**src/rtl/cpu_pipe_pkg.sv**
```systemverilog
`default_nettype none
// ============================================================================
//  Module      : cpu_pipe_pkg
//  Description : Shared pipeline types and constants for the MEM->WB stage.
//  Revision    : 1.0 - initial release
// ============================================================================
package cpu_pipe_pkg;

    localparam int MEMWB_DATA_W     = 16;
    localparam int MEMWB_REG_ADDR_W = 4;

    localparam logic WBS_MEM  = 1'b1;
    localparam logic WBS_CALC = 1'b0;

    typedef struct packed {
        logic                          wbs;
        logic [MEMWB_DATA_W-1:0]       mem_data;
        logic [MEMWB_DATA_W-1:0]       calc_data;
        logic [MEMWB_REG_ADDR_W-1:0]   rd;
        logic                          ni;
    } memwb_payload_t;

    // Flattened payload width for arbitrary stage parameters; field order matches memwb_payload_t.
    function automatic int memwb_payload_width(input int data_w, input int reg_addr_w);
        return 2 * data_w + reg_addr_w + 2;
    endfunction

endpackage
`default_nettype wire

```
**src/rtl/memwb_skid_slot.sv**
```systemverilog
`default_nettype none
// ============================================================================
//  Module      : memwb_skid_slot
//  Description : One payload register with valid bit; flush > load > clear.
//  Revision    : 1.0 - initial release
// ============================================================================
module memwb_skid_slot
    import cpu_pipe_pkg::*;
#(
    parameter int WIDTH = 38
) (
    input  logic             clk,
    input  logic             rst,
    input  logic             flush,
    input  logic             load,
    input  logic             clear,
    input  logic [WIDTH-1:0] d,
    output logic [WIDTH-1:0] q,
    output logic             valid
);

    logic             valid_q;
    logic             valid_d;
    logic [WIDTH-1:0] data_q;
    logic [WIDTH-1:0] data_d;

    always_comb begin
        valid_d = valid_q;
        data_d  = data_q;
        if (flush) begin
            valid_d = 1'b0;
            data_d  = '0;
        end else if (load) begin
            valid_d = 1'b1;
            data_d  = d;
        end else if (clear) begin
            // Payload is left in place on a plain drain; only flush zeroes it.
            valid_d = 1'b0;
        end
    end

    always_ff @(posedge clk) begin
        if (rst) begin
            valid_q <= 1'b0;
            data_q  <= '0;
        end else begin
            valid_q <= valid_d;
            data_q  <= data_d;
        end
    end

    assign q     = data_q;
    assign valid = valid_q;

endmodule
`default_nettype wire

```
**src/rtl/memwb_stage_pipe.sv**
```systemverilog
`default_nettype none
// ============================================================================
//  Module      : memwb_stage_pipe
//  Description : MEM->WB stage register with valid/ready, flush and retire
//                counter. Define MEMWB_SKID_EN for a registered in_ready
//                backed by a one-entry skid slot.
//  Revision    : 1.0 - initial release
// ============================================================================
module memwb_stage_pipe
    import cpu_pipe_pkg::*;
#(
    parameter int DATA_W     = 16,
    parameter int REG_ADDR_W = 4,
    parameter int CNT_W      = 16
) (
    input  logic                  clk,
    input  logic                  rst,
    input  logic                  flush,
    input  logic                  in_valid,
    output logic                  in_ready,
    input  logic                  in_wbs,
    input  logic [DATA_W-1:0]     in_mem_data,
    input  logic [DATA_W-1:0]     in_calc_data,
    input  logic [REG_ADDR_W-1:0] in_rd,
    input  logic                  in_ni,
    output logic                  out_valid,
    input  logic                  out_ready,
    output logic                  out_wbs,
    output logic [DATA_W-1:0]     out_mem_data,
    output logic [DATA_W-1:0]     out_calc_data,
    output logic [REG_ADDR_W-1:0] out_rd,
    output logic                  out_ni,
    output logic [DATA_W-1:0]     wb_data,
    output logic [CNT_W-1:0]      retire_cnt
);

    localparam int c_PAYLOAD_W = memwb_payload_width(DATA_W, REG_ADDR_W);

    logic [c_PAYLOAD_W-1:0] w_in_payload;
    logic [c_PAYLOAD_W-1:0] w_main_d;
    logic [c_PAYLOAD_W-1:0] w_main_q;
    logic                   w_main_valid;
    logic                   w_main_load;
    logic                   w_main_clear;
    logic                   w_out_hs;

    logic [CNT_W-1:0]       cnt_q;
    logic [CNT_W-1:0]       cnt_d;

    assign w_in_payload = {in_wbs, in_mem_data, in_calc_data, in_rd, in_ni};
    assign w_out_hs     = w_main_valid && out_ready;

`ifdef MEMWB_SKID_EN
    logic [c_PAYLOAD_W-1:0] w_skid_q;
    logic                   w_skid_valid;
    logic                   w_skid_load;
    logic                   w_skid_clear;
    logic                   w_in_hs;
    logic                   w_main_free;

    // in_ready depends only on the skid flop, breaking the out_ready->in_ready path.
    assign in_ready     = !w_skid_valid;
    assign w_in_hs      = in_valid && !w_skid_valid;
    assign w_main_free  = !w_main_valid || w_out_hs;

    // Skid contents are older than anything on the input, so they drain first.
    assign w_main_load  = w_main_free && (w_skid_valid || w_in_hs);
    assign w_main_d     = w_skid_valid ? w_skid_q : w_in_payload;
    assign w_main_clear = w_out_hs;
    assign w_skid_load  = w_in_hs && !w_main_free;
    assign w_skid_clear = w_main_free && w_skid_valid;

    memwb_skid_slot #(
        .WIDTH (c_PAYLOAD_W)
    ) u_skid_slot (
        .clk   (clk),
        .rst   (rst),
        .flush (flush),
        .load  (w_skid_load),
        .clear (w_skid_clear),
        .d     (w_in_payload),
        .q     (w_skid_q),
        .valid (w_skid_valid)
    );
`else
    assign in_ready     = !w_main_valid || out_ready;
    assign w_main_load  = in_valid && in_ready;
    assign w_main_d     = w_in_payload;
    assign w_main_clear = w_out_hs;
`endif

    memwb_skid_slot #(
        .WIDTH (c_PAYLOAD_W)
    ) u_main_slot (
        .clk   (clk),
        .rst   (rst),
        .flush (flush),
        .load  (w_main_load),
        .clear (w_main_clear),
        .d     (w_main_d),
        .q     (w_main_q),
        .valid (w_main_valid)
    );

    assign out_valid = w_main_valid;
    assign {out_wbs, out_mem_data, out_calc_data, out_rd, out_ni} = w_main_q;
    assign wb_data   = (out_wbs == WBS_MEM) ? out_mem_data : out_calc_data;

    // Flush does not cancel a handshake that completes in the same cycle.
    always_comb begin
        cnt_d = cnt_q;
        if (w_out_hs) begin
            cnt_d = cnt_q + CNT_W'(1);
        end
    end

    always_ff @(posedge clk) begin
        if (rst) begin
            cnt_q <= '0;
        end else begin
            cnt_q <= cnt_d;
        end
    end

    assign retire_cnt = cnt_q;

endmodule
`default_nettype wire

```
**config.mk**
```make
export PLATFORM = sky130hd
export DESIGN_NAME = memwb_stage_pipe
export DESIGN_NICKNAME = d
export VERILOG_FILES = /design/src/rtl/cpu_pipe_pkg.sv /design/src/rtl/memwb_skid_slot.sv /design/src/rtl/memwb_stage_pipe.sv
export SDC_FILE = /design/constraint.sdc
export NUM_CORES = 1
export LEC_CHECK = 0
export ABC_AREA = 1
export BUFFER_PORTS_ARGS = -buffer_cell sky130_fd_sc_hd__buf_2
export CAP_MARGIN = 15
export CORE_MARGIN = 2
export CORE_UTILIZATION = 46
export DETAILED_ROUTE_END_ITERATION = 8
export PLACE_DENSITY = 0.83
export SLEW_MARGIN = 25
export SYNTH_ARGS = -nofsm -noshare
export SYNTH_HDL_FRONTEND = slang
export SYNTH_SLANG_ARGS = --single-unit
export TNS_END_PERCENT = 20
```
**constraint.sdc**
```tcl
create_clock -name clk -period 2 [get_ports clk]
set_clock_uncertainty 0.2 [all_clocks]
set_input_delay 0 -clock clk [delete_from_list [all_inputs] [get_ports clk]]
set_output_delay 0 -clock clk [all_outputs]
set_load 0.005 [all_outputs]
```
==> metrics.md, run 1 <==
| Metric | Value |
|---|---|
| Status | finished, final reports clean |
| Nets | 513 |
| Vias in the first global route | 2,438 |
| Remaining antenna violation count | 0 |
| Cells after Synth | 320 |
| Max-capacitance violation count | 0 |
| Arrival time worst endpoint | 1480 ps |
| Slowest CP cell | dfxtp_1 |
| Post-Syn Area | 2490 sq um |
| First-pass GRT wire length | 11,000 um |
| DP HPWL | 4520 um |
| Core area | 5170 sq um |
| Synth unique cells | 27 |
| RSZ-0062 raised after global routing | no |
| Final Wtd Congestion | 0.799 |
| Iter 0 DRT Violations | 117 |
| Residual DRC count | 0 |
| Die area | 6020 sq um |
| Syn-to-layout area delta | 42.5% |
| Clk slew on worst S/H paths | 90 ps |
| CTS buffer count | 5 |
| Final hold vios | 0 |
| Bufs and invs on worst path | 2 |
| Hold Path Class | in2reg |
| Period utilization | 0.838 |
| Synth area leaders | dfxtp_1, nand2_1, a211oi_2, a21oi_1, nor2_1 |
| Die H | 77.6 um |
| Max transition margin | 0.526 |
| Slowest stage delay, CP | 570 ps |
| Ant. Diodes | 0 |
| Final Core Density | 0.687 |
| WP data required | 1800 ps |
| Clock power share | 0.294 |
| Final WL | 6750 um |
| Clk sinks | 55 |
| Peak Freq | 596 MHz |
| Final Max Slew Viols | 0 |
| DR top layer | met4 |
| Final setup fails | 0 |
| Routed via count | 2,592 |
| CP Cell Sequence | buf_4 > nand2_1 > o21ai_0 > buf_2 |
| Slew @ Worst Pin | 710 ps |
| Synth Warn # | 0 |
| Tot GR Track Use | 0.221 |
| Vias/cell | 4.81 |
| Met2 wire len | 3350 um |
| IO buf count | 114 |
| Setup_tns | 0 ps |
| Initial antenna violation count | 0 |
| Metal-1 WL | 2830 um |
| PwrDens | 579 nW/um^2 |
| Max Root-Sink Buffers | 2 |
| Critical path class | reg2out |
| Minimum clock period | 1680 ps |
| Crit. End Element | output pin |
| Reg power frac | 0.559 |
| FF+latch count, synth | 55 |
| Grt ovf | 0 |
| Design internal power | 1.55 mW |
| Net switching fraction of the power | 0.244 |
| Startpoint Class | flop |
| Yosys top cell by area | dfxtp_1 |
| Die span in x | 77.6 um |
| Drt first pass iters | 4 |
| Leakage power | 1.61 nW |
| WL met3 | 433 um |
| Comb pwr share | 0.147 |
| Layout cells sized above 1 | 0.335 |
| TritonCTS clock tree | built |
| VDD IR max | 0.000301 V |
| Worst-Skew Late Latency | 300 ps |
| Power consumption | 2.05 mW |
| Sequential element share of the synthesized area | 0.442 |
| WL/cell | 12.5 um |
| Starting Density | 0.482 |
| IO Pins | 115 |
| Worst Path Max Fanout | 21 |
| Largest net degree at the start of global routing | 56 |
| H-Tree Depth | 2 |
| Setup Fix Bufs, Post-CTS | 0 |
| Root buf cell | clkbuf_8 |
| # rows | 26 |
| Post-synth top area share | 0.442 |
| CP delay by family, top | flip-flops |
| Syn Area/Cell | 7.79 sq um |
| Mapped Nets | 364 |
| Switching power of the nets | 0.501 mW |
[metal layers]
metal	vias to the layer above	track usage
met1	1157	0.254
met3	16	0.0477
li1	1316	-
met5	-	0
met4	0	0.0696
met2	103	0.405
[through the flow]
stage	std cells	hold slack, ps	setup WS [ps]	instance area, sq um
2_1_floorplan	320	-128	553	2490
3_3_place_gp	492	52.5	459	3060
3_5_place_dp	492	57.0	394	3060
4_1_cts	539	63.7	350	3550
5_1_grt	539	85.1	204	3550
6_report	539	54.8	323	3550
[area by class of cell]
type | count | area, sq um
multi-input cells | 218 | 1140
inverters | 31 | 116
fillers | 404 | 1620
well taps | 70 | 87.6
repair buffers | 158 | 1010
clock inverters | 1 | 5.00
flip-flops and latches | 55 | 1100
clock buffers | 6 | 82.6
[cell usage in the layout (no fill, tap or decap), types with 2 or more instances in the layout]
cell type / instances
buf_2: 114
nand2_1: 84
dfxtp_1: 55
dlygate4sd3_1: 40
nor2_1: 37
inv_1: 31
a21oi_1: 28
o21ai_0: 21
a211oi_2: 16
clkbuf_8: 6
nand2_2: 4
nor2_2: 4
xor2_1: 3
nand3_1: 3
nor2_4: 3
nand3_2: 3
nand4_1: 3
buf_4: 3
a31oi_1: 2
[worst register-to-register path, delay by kind of cell (launching register included)]
kind                   cells  cell delay [ps]
and+or+nand+nor            3              340
buffers and inverters      1              480
AOI/OAI and AO/OA          1              160
DFF                        1              420
[synth_stat cells, drive strengths merged]
cell and count:
o21ai 22, xor2 3, nand3 6, clkbuf 4, buf 12, o21bai 1, nand4 3, dfxtp 55
nor2 44, o21a 1, nand2 89, a211oi 16, ha 1, or2 1, inv 31, a31oi 2
a21oi 29
[flip-flops by register name, indices dropped and copies added, names as in the netlist]
name,count
u_main_slot.q,38
retire_cnt,16
u_main_slot.valid,1
[power groups by stage]
stage	sequential, mW	combinational (mW)	clock, mW
global route	1.15	0.334	0.668
floorplan	1.17	0.141	0
global placement	1.17	0.235	0
finish	1.15	0.303	0.604
detailed placement	1.17	0.239	0
CTS	1.15	0.300	0.627
[path summary, 6_finish.rpt]
check / startpoint / to / slack, ps / cells past startpoint
max reg2reg: u_main_slot.valid / u_main_slot.q[20] / 350 / 5
max: u_main_slot.q[37] / wb_data[9] / 320 / 4
min: flush / u_main_slot.q[16] / 50 / 3
min reg2reg: u_main_slot.q[1] / u_main_slot.q[1] / 270 / 2
[cell families after synthesis]
kind of cell	Yosys count	share of synthesized area
buf+inv	47	0.0989
fa+ha+maj	1	0.00502
flops	55	0.442
simple gates	143	0.248
compound gates	71	0.195
xor+xnor	3	0.0105
[timing repair]
action                    4_1_cts  5_1_grt
resized for setup               0        0
hold endpoints to repair       48        0
hold buffers                   40        0
No activity file was read; power rests on OpenSTA's default activity.
==> run 2: changes to the inputs <==
--- a/config.mk
+++ b/config.mk
@@ -5,13 +5,13 @@
 export SDC_FILE = /design/constraint.sdc
 export NUM_CORES = 1
 export LEC_CHECK = 0
-export ABC_AREA = 1
+export ABC_AREA = 0
 export BUFFER_PORTS_ARGS = -buffer_cell sky130_fd_sc_hd__buf_2
 export CAP_MARGIN = 15
 export CORE_MARGIN = 2
-export CORE_UTILIZATION = 46
+export CORE_UTILIZATION = 42
 export DETAILED_ROUTE_END_ITERATION = 8
-export PLACE_DENSITY = 0.83
+export PLACE_DENSITY = 0.8
 export SLEW_MARGIN = 25
 export SYNTH_ARGS = -nofsm -noshare
 export SYNTH_HDL_FRONTEND = slang
==> constraint.sdc (replaced) <==
create_clock -name clk -period 1.36 [get_ports clk]
set_clock_uncertainty 0.2 [all_clocks]
set_input_delay 0 -clock clk [delete_from_list [all_inputs] [get_ports clk]]
set_output_delay 0 -clock clk [all_outputs]
set_load 0.005 [all_outputs]
==> metrics.md, run 2 <==
| Metric | Value |
|---|---|
| Status | finished, violations left |
| Failing checks | negative hold slack, negative setup slack |
| Max reg flops | 38 |
| IO Pins | 115 |
| Slowest stage delay, CP | 410 ps |
| Peak Freq | 661 MHz |
| Root buf cell | clkbuf_8 |
| Syn-to-layout area delta | 69.1% |
| Core area | 5820 sq um |
| Remaining antenna violation count | 0 |
| RSZ-0062 raised after global routing | yes |
| Most common cell in the netlist | nand2_1 |
| Clk sinks | 55 |
| Nets | 495 |
| Final Max Slew Viols | 0 |
| PwrDens | 738 nW/um^2 |
| Vias/cell | 5.18 |
| Metal-1 WL | 3220 um |
| Starting Density | 0.427 |
| Slew @ Worst Pin | 304 ps |
| Routed via count | 2,729 |
| Flop2flop setup slack | -130 ps |
| Max-capacitance violation count | 0 |
| Final setup fails | 30 |
| Worst Hold Depth | 3 |
| Dpl cells | 472 |
| CTS buffer count | 5 |
| Yosys top cell by area | dfxtp_1 |
| Synth area leaders | dfxtp_1, nand2_1, mux2_2, a21oi_2, nand2_2 |
| Final WL | 8650 um |
| WL met3 | 612 um |
| Worst r2r src | retire_cnt[5] |
| Worst hold endpoint | u_main_slot.valid |
| Die area | 6540 sq um |
| Mapped Nets | 319 |
| Leakage power | 1.88 nW |
| WL/cell | 16.4 um |
| Minimum clock period | 1510 ps |
| DP HPWL | 4800 um |
| Layout cells sized above 1 | 0.551 |
| DR top layer | met4 |
| Residual DRC count | 0 |
| Syn Area/Cell | 9.03 sq um |
| Die span in x | 80.9 um |
| Arrival time worst endpoint | 1310 ps |
| Largest net degree at the start of global routing | 28 |
| Initial antenna violation count | 0 |
| Worst-Skew Late Latency | 310 ps |
| Number of flops mapped to enable cells by yosys | 0 |
| Post-synth top cells | nand2_1, dfxtp_1, a21oi_1 |
| Final Wtd Congestion | 0.852 |
| Hold Path Class | in2reg |
| H-Tree Depth | 2 |
| Post-synth top area share | 0.443 |
| Vias in the first global route | 2,602 |
| Fin cells | 527 |
| Post-DP Area | 3330 sq um |
| VDD IR max | 0.000475 V |
| Power consumption | 3.10 mW |
| CP Cell Sequence | clkbuf_16 > mux2_4 > buf_6 |
| Most frequent cells in the layout | buf_2, nand2_1, dlygate4sd3_1 |
| Iter 0 DRT Violations | 114 |
| Post-Syn Area | 2480 sq um |
| Synth Warn # | 0 |
| First-pass GRT wire length | 12,500 um |
| Ys flop type | dfxtp_1 |
| # rows | 28 |
| Worst slack at placement | -121 ps |
| Cells after Synth | 275 |
| RR Endpoint | retire_cnt[15] |
| Hold wc startpoint | out_ready |
| Drt first pass iters | 4 |
| Hold_ws | -14.9 ps |
| Tot GR Track Use | 0.249 |
| Fillcell total | 435 |
| Max Root-Sink Buffers | 2 |
| WP data required | 1160 ps |
| PnR worst setup slack | -152 ps |
| Most common cell after layout, fill and taps aside | buf_2 |
| Final hold vios | 1 |
| TritonCTS clock tree | built |
| Reg2reg path depth | 4 |
| FF+latch count, synth | 55 |
| Crit. End Element | output pin |
| Ys async rst share | 0 |
| Startpoint Class | flop |
| Die H | 80.9 um |
| Critical path class | reg2out |
| Period utilization | 1.11 |
| Final Core Density | 0.722 |
| Max transition margin | 0.797 |
| Final instance area | 4200 sq um |
| Grt ovf | 0 |
| Slowest CP cell | dfxtp_4 |
| Synth unique cells | 36 |
| Ant. Diodes | 0 |
| Sequential element share of the synthesized area | 0.443 |
| Worst Path Max Fanout | 4 |
| IO buf count | 114 |
| Clk slew on worst S/H paths | 90 ps |
| Met2 wire len | 4610 um |
## run 2: changes by cell type after synthesis, sizes merged, moves of 6 or more
cell / change
o21ai: -21
a21oi: +12
inv: -29
nor2: -28
mux2: +18
xnor2: +6
a211oi: -16
## run 2: worst max-delay path, delay by kind of cell, from the launching register on
family | cells | cell delay, ps
flip-flops | 1 | 410
multiplexers | 1 | 310
buffers and inverters | 2 | 290
## run 2: area by class of cell
type / instances / area (sq um) / area share
timing repair buffer: 185 / 1410 / 0.337
inverter: 2 / 7.51 / 0.00179
tap: 75 / 93.8 / 0.0223
clock buffer: 8 / 80.1 / 0.0191
sequential: 55 / 1150 / 0.273
multi-input combinational: 202 / 1460 / 0.347
## run 2: repair_timing
item / in CTS / in global routing
pin swaps: 2 / 9
hold buffers: 41 / 2
resized for setup: 22 / 43
endpoints found under the setup margin: 44 / 65
buffers inserted: 0 / 2
endpoints found under the hold margin: 52 / 1
gates cloned: 1 / 1
## run 2: layer usage
| layer | vias to the layer above | global-route usage |
|---|---|---|
| met1 | 1290 | 0.281 |
| met5 | - | 0 |
| met2 | 146 | 0.454 |
| met4 | 0 | 0.0881 |
| met3 | 23 | 0.0622 |
| li1 | 1270 | - |
## run 2: cell families (layout without fill, tap and decap cells)
logic type,Yosys count,in the layout,synth area share
compound gates,43,43,0.118
xor+xnor,11,11,0.0388
flops,55,55,0.443
buf+inv,18,195,0.0469
simple gates,129,129,0.264
fa+ha+maj,1,1,0.00504
mux,18,18,0.0831
## run 2: where the power goes
part / total, mW / switching, mW / internal, mW
Clock: 0.877 / 0.509 / 0.368
Combinational: 0.550 / 0.245 / 0.305
Sequential: 1.67 / 0.0398 / 1.63
## run 2: how the worst max path moves through the flow
| stage | slack (ps) | cells after the start | from | endpoint |
|---|---|---|---|---|
| detailed placement | -120 | 5 | retire_cnt[1] | retire_cnt[12] |
| floorplan | -50 | 3 | u_main_slot.q[37] | wb_data[10] |
| finish | -150 | 3 | u_main_slot.q[37] | wb_data[11] |
| global route | -210 | 5 | retire_cnt[1] | retire_cnt[6] |
| global placement | -50 | 5 | retire_cnt[1] | retire_cnt[10] |
| CTS | -160 | 3 | u_main_slot.q[37] | wb_data[0] |
## run 2: metrics by stage
step | hold slack, ps | setup TNS, ps
final | -14.9 | -3170
after global routing | -1.23 | -4900
after CTS | -157 | -2770
after detailed placement | 45.1 | -806
after global placement | 41.1 | -247
after floorplan | -80.9 | -607
